<file path="config.mk">
export PLATFORM = sky130hd
export DESIGN_NAME = ccff_bitstream_loader
export DESIGN_NICKNAME = d
export VERILOG_FILES = /design/src/rtl/ccff_bitstream_loader.sv
export SDC_FILE = /design/constraint.sdc
export NUM_CORES = 1
export LEC_CHECK = 0
export ABC_CLOCK_PERIOD_IN_PS = 2040
export CAP_MARGIN = 20
export CELL_PAD_IN_SITES_DETAIL_PLACEMENT = 0
export CELL_PAD_IN_SITES_GLOBAL_PLACEMENT = 2
export CORE_MARGIN = 5
export CORE_UTILIZATION = 38
export CTS_CLUSTER_SIZE = 14
export DETAILED_ROUTE_END_ITERATION = 6
export DONT_BUFFER_PORTS = 1
export HOLD_SLACK_MARGIN = 0.12
export PLACE_DENSITY_LB_ADDON = 0.1
export REMOVE_ABC_BUFFERS = 1
export SKIP_LAST_GASP = 1
export SYNTH_ARGS = -nofsm -noshare
export SYNTH_HDL_FRONTEND = slang
export SYNTH_SLANG_ARGS = --single-unit
</file>
<file path="constraint.sdc">
create_clock -name prog_clk -period 2.04 [get_ports prog_clk]
set_input_delay 0.306 -clock prog_clk [delete_from_list [all_inputs] [get_ports prog_clk]]
set_output_delay 0.306 -clock prog_clk [all_outputs]
set_load 0.01 [all_outputs]
</file>
<file path="src/rtl/ccff_bitstream_loader.sv">
// ============================================================================
// ccff_bitstream_loader
// ----------------------------------------------------------------------------
// Upstream feeder for the grid configuration chain.
//
// It accepts bitstream words over a valid/ready stream and shifts them out
// MSB first onto ccff_head. ccff_en is the clock enable for the chain. A load
// shifts exactly CHAIN_LEN bits. From the last word, only the top
// (CHAIN_LEN mod WORD_W) bits are used. After the load the loader raises done.
//
// Optional feature macro: CCFF_VERIFY_EN
//   When defined, the loader keeps the XOR parity of every bit it shifts in.
//   After the load it recirculates the chain once: ccff_head follows
//   ccff_tail for CHAIN_LEN enabled cycles. It XORs the tail bits and
//   compares the result with the stored parity. A mismatch raises err.
//   When undefined, there is no verify pass and err is tied to 0.
//
// Ports
//   prog_clk   in   configuration clock, all state on the rising edge
//   pReset     in   asynchronous active-low reset
//   start      in   one-cycle pulse that begins a load (ignored while busy)
//   cfg_data   in   bitstream word [WORD_W-1:0], shifted out MSB first
//   cfg_valid  in   cfg_data is valid
//   cfg_ready  out  high only while fetching a word
//   ccff_head  out  serial bit into the chain head
//   ccff_en    out  chain clock enable
//   ccff_tail  in   serial bit from the chain tail
//   busy       out  load or verify in progress
//   done       out  load complete; held until the next accepted start
//   err        out  verify parity mismatch; held until the next start
// ============================================================================
module ccff_bitstream_loader #(
    parameter int WORD_W    = 8,
    parameter int CHAIN_LEN = 64
) (
    input  logic              prog_clk,
    input  logic              pReset,
    input  logic              start,
    input  logic [WORD_W-1:0] cfg_data,
    input  logic              cfg_valid,
    output logic              cfg_ready,
    output logic              ccff_head,
    output logic              ccff_en,
    input  logic              ccff_tail,
    output logic              busy,
    output logic              done,
    output logic              err
);

    localparam int CNT_W  = $clog2(CHAIN_LEN + 1);
    localparam int WCNT_W = $clog2(WORD_W + 1);

    localparam logic [2:0] ST_IDLE   = 3'd0;
    localparam logic [2:0] ST_FETCH  = 3'd1;
    localparam logic [2:0] ST_SHIFT  = 3'd2;
    localparam logic [2:0] ST_DONE   = 3'd4;
`ifdef CCFF_VERIFY_EN
    localparam logic [2:0] ST_VERIFY = 3'd3;
`endif

    logic [2:0]        state_reg,     state_next;
    logic [WORD_W-1:0] sreg_reg,      sreg_next;
    logic [WCNT_W-1:0] word_cnt_reg,  word_cnt_next;   // bits of current word still to emit
    logic [CNT_W-1:0]  bits_left_reg, bits_left_next;  // chain bits (or verify cycles) left
    logic              en_reg,        en_next;
    logic              head_reg,      head_next;
    // Low for the first edge after reset release, so a start pulse in the
    // same cycle as the release is ignored.
    logic              armed_reg;
`ifdef CCFF_VERIFY_EN
    logic              par_reg,       par_next;        // parity of bits shifted in
    logic              chk_reg,       chk_next;        // parity of tail bits seen in verify
    logic              err_reg,       err_next;
`endif

    always_comb begin
        state_next     = state_reg;
        sreg_next      = sreg_reg;
        word_cnt_next  = word_cnt_reg;
        bits_left_next = bits_left_reg;
        en_next        = 1'b0;
        head_next      = head_reg;
`ifdef CCFF_VERIFY_EN
        par_next       = par_reg;
        chk_next       = chk_reg;
        err_next       = err_reg;
`endif
        case (state_reg)
            ST_IDLE, ST_DONE: begin
                if (start && armed_reg) begin
                    state_next     = ST_FETCH;
                    bits_left_next = CNT_W'(CHAIN_LEN);
`ifdef CCFF_VERIFY_EN
                    par_next       = 1'b0;
                    chk_next       = 1'b0;
                    err_next       = 1'b0;
`endif
                end
            end
            ST_FETCH: begin
                if (cfg_valid) begin
                    state_next = ST_SHIFT;
                    sreg_next  = cfg_data;
                    // A final partial word emits only the bits the chain still needs.
                    word_cnt_next = (32'(bits_left_reg) >= WORD_W) ? WCNT_W'(WORD_W)
                                                                   : WCNT_W'(bits_left_reg);
                    // Head and enable are registered, so the first bit is
                    // presented in the cycle right after the handshake.
                    en_next    = 1'b1;
                    head_next  = cfg_data[WORD_W-1];
                end
            end
            ST_SHIFT: begin
                // Each SHIFT cycle presents one bit, and the chain takes it
                // at the edge that ends the cycle.
                sreg_next      = sreg_reg << 1;
                word_cnt_next  = word_cnt_reg - WCNT_W'(1);
                bits_left_next = bits_left_reg - CNT_W'(1);
`ifdef CCFF_VERIFY_EN
                par_next       = par_reg ^ head_reg;
`endif
                if (bits_left_reg == CNT_W'(1)) begin
`ifdef CCFF_VERIFY_EN
                    state_next     = ST_VERIFY;
                    bits_left_next = CNT_W'(CHAIN_LEN);
                    chk_next       = 1'b0;
                    en_next        = 1'b1;
`else
                    state_next     = ST_DONE;
`endif
                end else if (word_cnt_reg == WCNT_W'(1)) begin
                    state_next = ST_FETCH;
                end else begin
                    en_next    = 1'b1;
                    head_next  = sreg_next[WORD_W-1];
                end
            end
`ifdef CCFF_VERIFY_EN
            ST_VERIFY: begin
                chk_next       = chk_reg ^ ccff_tail;
                bits_left_next = bits_left_reg - CNT_W'(1);
                if (bits_left_reg == CNT_W'(1)) begin
                    state_next = ST_DONE;
                    err_next   = (chk_next != par_reg);
                end else begin
                    en_next    = 1'b1;
                end
            end
`endif
            default: state_next = ST_IDLE;
        endcase
    end

    always_ff @(posedge prog_clk or negedge pReset) begin
        if (!pReset) begin
            state_reg     <= ST_IDLE;
            sreg_reg      <= '0;
            word_cnt_reg  <= '0;
            bits_left_reg <= '0;
            en_reg        <= 1'b0;
            head_reg      <= 1'b0;
            armed_reg     <= 1'b0;
`ifdef CCFF_VERIFY_EN
            par_reg       <= 1'b0;
            chk_reg       <= 1'b0;
            err_reg       <= 1'b0;
`endif
        end else begin
            state_reg     <= state_next;
            sreg_reg      <= sreg_next;
            word_cnt_reg  <= word_cnt_next;
            bits_left_reg <= bits_left_next;
            en_reg        <= en_next;
            head_reg      <= head_next;
            armed_reg     <= 1'b1;
`ifdef CCFF_VERIFY_EN
            par_reg       <= par_next;
            chk_reg       <= chk_next;
            err_reg       <= err_next;
`endif
        end
    end

    assign cfg_ready = (state_reg == ST_FETCH);
    assign busy      = (state_reg != ST_IDLE) && (state_reg != ST_DONE);
    assign done      = (state_reg == ST_DONE);
    assign ccff_en   = en_reg;

`ifdef CCFF_VERIFY_EN
    // During verify the chain recirculates, so the head follows the tail
    // combinationally and the chain contents are preserved.
    assign ccff_head = (state_reg == ST_VERIFY) ? ccff_tail : head_reg;
    assign err       = err_reg;
`else
    logic unused_tail;
    assign unused_tail = ccff_tail;
    assign ccff_head   = head_reg;
    assign err         = 1'b0;
`endif

endmodule
</file>
# After elaboration in Yosys (flattened, before gate mapping)
# Cells that the tools add are included.
[totals] ff_bits=24 inputBits=13 out_inout_bits=6
[op_classes] addsub=2 n_lt_le_gt_ge=1 n_eq_ne=11 muxes=20 reduce_logical=11
[ops] cell="$pmux W7 S2" count=2
[ops] cell="$mux W7" count=2
[ops] cell="$mux W3" count=4
[ops] cell="$pmux W3 S3" count=1
[ops] cell="$mux W4" count=2
[ops] cell="$ne A2 B2 Y1 const B" count=4
[ops] cell="$pmux W4 S2" count=1
[ops] cell="$eq A7 B1 Y1 const B" count=1
[ops] cell="$ge A7 B4 Y1 const B" count=1
[ops] cell="$sub A7 B1 Y7 const B" count=1
[ops] cell="$mux W1" count=6
[ops] cell="$ne A3 B3 Y1 const B" count=2
[ops] cell="$eq A4 B1 Y1 const B" count=1
[ops] cell="$pmux W1 S2" count=2
[ops] cell="$reduce_and A2 Y1" count=2
[ops] cell="$reduce_and A4 Y1" count=1
[ops] cell="$reduce_bool A2 Y1" count=2
[ops] cell="$sub A4 B1 Y4 const B" count=1
[ops] cell="$eq A3 B1 Y1 const B" count=1
[ops] cell="$eq A3 B2 Y1 const B" count=1
[ops] cell="$eq A3 B3 Y1 const B" count=1
[ops] cell="$logic_not A3 Y1" count=1
[ops] cell="$reduce_and A3 Y1" count=1
[ops] cell="$reduce_bool A3 Y1" count=1
[ops] cell="2 further kinds" count=3

# Longest topological paths before layout
[logic_depth] depth_word=4 depth_mapped=6 mapped_depth_nobuf=6

# Worst setup path after synthesis
# No wires, ideal clock.
[synth_timing] kind="reg-to-reg" start="register state_reg[0]" end="register head_reg, in the netlist ccff_head" setup_time_ps=127 t_arrival_ps=1475 t_required_ps=1913 slack_ps=438 path_stages_with_launch=6 path_cell_list="dfrtp_1 or3b_1 buf_2 nor2_2 a21o_1 mux2_1"
[synth_between] elab_chain_cells=3
[synth_lines] element="start: declaration" line_no="61" text="logic [2:0] state_reg, state_next;"
[synth_lines] element="start signal: assignment" line_no="169" text="state_reg <= state_next;"
[synth_lines] element="$eq A3 B2 Y1 or $eq A3 B1 Y1 (tied branches)" line_no="88" text="case (state_reg)"
[synth_lines] element="$ne A2 B2 Y1 (no source line) or $reduce_bool A2 Y1 (tied branches)"
[synth_lines] element="$reduce_and A4 Y1 (no source line)"
[synth_lines] element="end signal: assignment" line_no="174" text="head_reg <= head_next;"
[synth_lines] element="end: declaration" line_no="66" text="logic head_reg, head_next;"
# Several ways; a longest one is shown, not always the timed one.
# A chain may end at the register's enable or synchronous reset.

# Worst setup path after layout
[layout_timing] start="register word_cnt_reg[1]" end="register head_reg, in the netlist ccff_head"
[layout_between] elab_chain_cells=3
[layout_lines] element="start: declaration" line_no="63" text="logic [WCNT_W-1:0] word_cnt_reg, word_cnt_next;"
[layout_lines] element="start signal: assignment" line_no="171" text="word_cnt_reg <= word_cnt_next;"
[layout_lines] element="$eq A4 B1 Y1" line_no="131" text="end else if (word_cnt_reg == WCNT_W'(1)) begin"
[layout_lines] element="$ne A2 B2 Y1 (no source line)"
[layout_lines] element="$reduce_and A4 Y1 (no source line)"
# No other way between the ends.

==> impl_metrics.tcl <==
set metrics [dict create \
    status "completed" \
    dpl_cell_area_um2 1249 \
    fmax_mhz 590.4 \
    finalNetCount 145 \
    grt_pass1_vias 897 \
    rsz0062_at_grt "no" \
    critPathLaunchType "flip-flop" \
    avgSynthCellArea_um2 9.916 \
    hp-class "input port to flip-flop" \
    crit_fanout 3 \
    clk_pin_slew_ps 130 \
    numCtsBuffers 3 \
    synth_edf_count 0 \
    grt_pass1_wl_mm 4.160 \
    yosysTopAreaCell "dfrtp_1" \
    drt_iter0_markers 47 \
    fill_cells 304 \
    worst_slew_pin_slew_ps 529.7 \
    routed_via_density 5.147 \
    ys_async_sr_fraction 1.000 \
    p_leak_nw 0.6088 \
    die_h_um 65.96 \
    netlist.area_leader.share 0.5047 \
    yosysMostFrequentCell "dfrtp_1" \
    dp.cells 163 \
    die-area_um2 4350 \
    cap_violations 0 \
    yosys_warnings 0 \
    drive_gt1_frac 0.1032 \
    fin_crit_sh 0.8303 \
    fp.coreArea_um2 3028 \
    ys_seq_area_frac 0.5047 \
    cts.sink_count 24 \
    post-cts-setup-buffers 0 \
    hold_buffers 3 \
    final_cells 170 \
    grt_overflow 0 \
    numPortBuffers 0 \
    netlist_instances 120 \
    finalHoldViolCount 0 \
    critPathCaptureType "flip-flop" \
    clock_skew_ps 12.05 \
    gp_congestion 0.7557 \
    grt_use_total 0.1238 \
    drtPass1Iterations 4 \
    slew_viol_final 0 \
    setup-violations-final 0 \
    dp_hpwl_mm 1.691 \
    synth.distinct_cells 32 \
    num_vias 875 \
    die_x_um 65.96 \
    path_class "flip-flop to flip-flop" \
    post_drt_wl_per_cell_um 14.13 \
    start_util 0.3930 \
    stdcell_area_um2 1321 \
    grt_max_degree 25 \
    clockRootBuffer "clkbuf_4" \
    h-tree-depth 1 \
    tns_ps 0 \
    antenna_found_initial 0 \
    synth.top_cells.by_count "dfrtp_1, nand2_1, nand3_1, a22oi_1" \
    crit_required_ps 2240 \
    cts_tree "done" \
    final_antenna_net_count 0 \
    drc 0 \
    rows 20 \
    max_slew_margin 0.6461 \
    ys.flop_type "dfrtp_1" \
    min_period_ps 1694 \
    totalWireLength_mm 2.402 \
    multi_input_area_um2 548.0 \
    clockBufferDepth 2 \
    area.growth.synth_to_final_pct 11.04 \
    insertion_delay_ps 310 \
    synth_area_leaders "dfrtp_1, nand2_1, a22oi_1" \
    antenna_cells 0 \
    arrival_ps 1890 \
    final-seq-area_um2 600.6 \
    ir_drop_mv 0.4686 \
    ys_ff_latch 24 \
    postCtsResizedCells 0 \
    synth_area_um2 1190 \
    power_density_nw_per_um2 1332 \
    ios 19 \
]
## power by group
group	leakage (nW)	internal [W]	total, W	switching, W
Sequential	0.299	0.000667	0.000850	0.000183
Clock	0.0138	0.0000690	0.000206	0.000137
Combinational	0.296	0.000308	0.000704	0.000396
## layout make-up
class,count,area share
clock buffers,3,0.01705
repair buffers,7,0.05492
multi-input cells,86,0.4148
well taps,44,0.04167
inverters,6,0.01705
flip-flops and latches,24,0.4545
## worst paths after layout
path / startpoint / slack, ps / cells past startpoint / end
worst max-delay path: word_cnt_reg[1] / 350 / 6 / ccff_head
worst min-delay path: cfg_data[5] / 140 / 2 / sreg_reg[5]
worst max register to register: word_cnt_reg[1] / 350 / 6 / ccff_head
worst min register to register: sreg_reg[3] / 490 / 2 / sreg_reg[3]
max in group asynchronous: pReset / 1480 / 2 / state_reg[1]
min in group asynchronous: pReset / 400 / 2 / bits_left_reg[6]
## worst max-delay path: stages, from the launching register on
cell	delay, ps
dfrtp_1	420
inv_1	80
ha_1	130
nor3b_1	350
nor2_2	80
a21o_1	210
mux2_1	300
## cells by family after synthesis
kind of cell | synth area share
mux | 0.03470
flops | 0.5047
fa+ha+maj | 0.04206
other cells | 0.006312
buf+inv | 0.03995
compound gates | 0.1567
simple gates | 0.2156
## stage by stage
step / setup slack [ps] / hold slack [ps] / util / power [W]
floorplan: -41.41 / 10.41 / - / 0.001352
global placement: 389.0 / 11.14 / 0.4124 / 0.001531
detailed placement: 370.9 / 11.10 / 0.4124 / 0.001551
CTS: 326.9 / 125.0 / 0.4331 / 0.001774
global route: 229.1 / 120.5 / 0.4364 / 0.001934
finish: 346.1 / 135.8 / 0.4364 / 0.001760
## cell usage in the layout (no fill, tap or decap), types with 3 or more instances in the layout
cell	count
nor3_1	3
buf_4	3
clkbuf_4	3
nand3_1	9
ha_1	4
dlygate4sd3_1	3
inv_1	6
a22oi_1	7
mux2i_1	3
dfrtp_1	24
a21oi_1	3
nor2_1	6
nand2_1	21
o21ai_1	5
## layer usage
metal / up-vias / global-route usage / wire length [um]
li1: 436 / - / -
met4: 0 / 0.04569 / 19
met1: 423 / 0.1745 / 1214
met5: - / 0 / 0
met3: 2 / 0.02551 / 108
met2: 14 / 0.1865 / 1060
(Power assumes the default switching activity.)
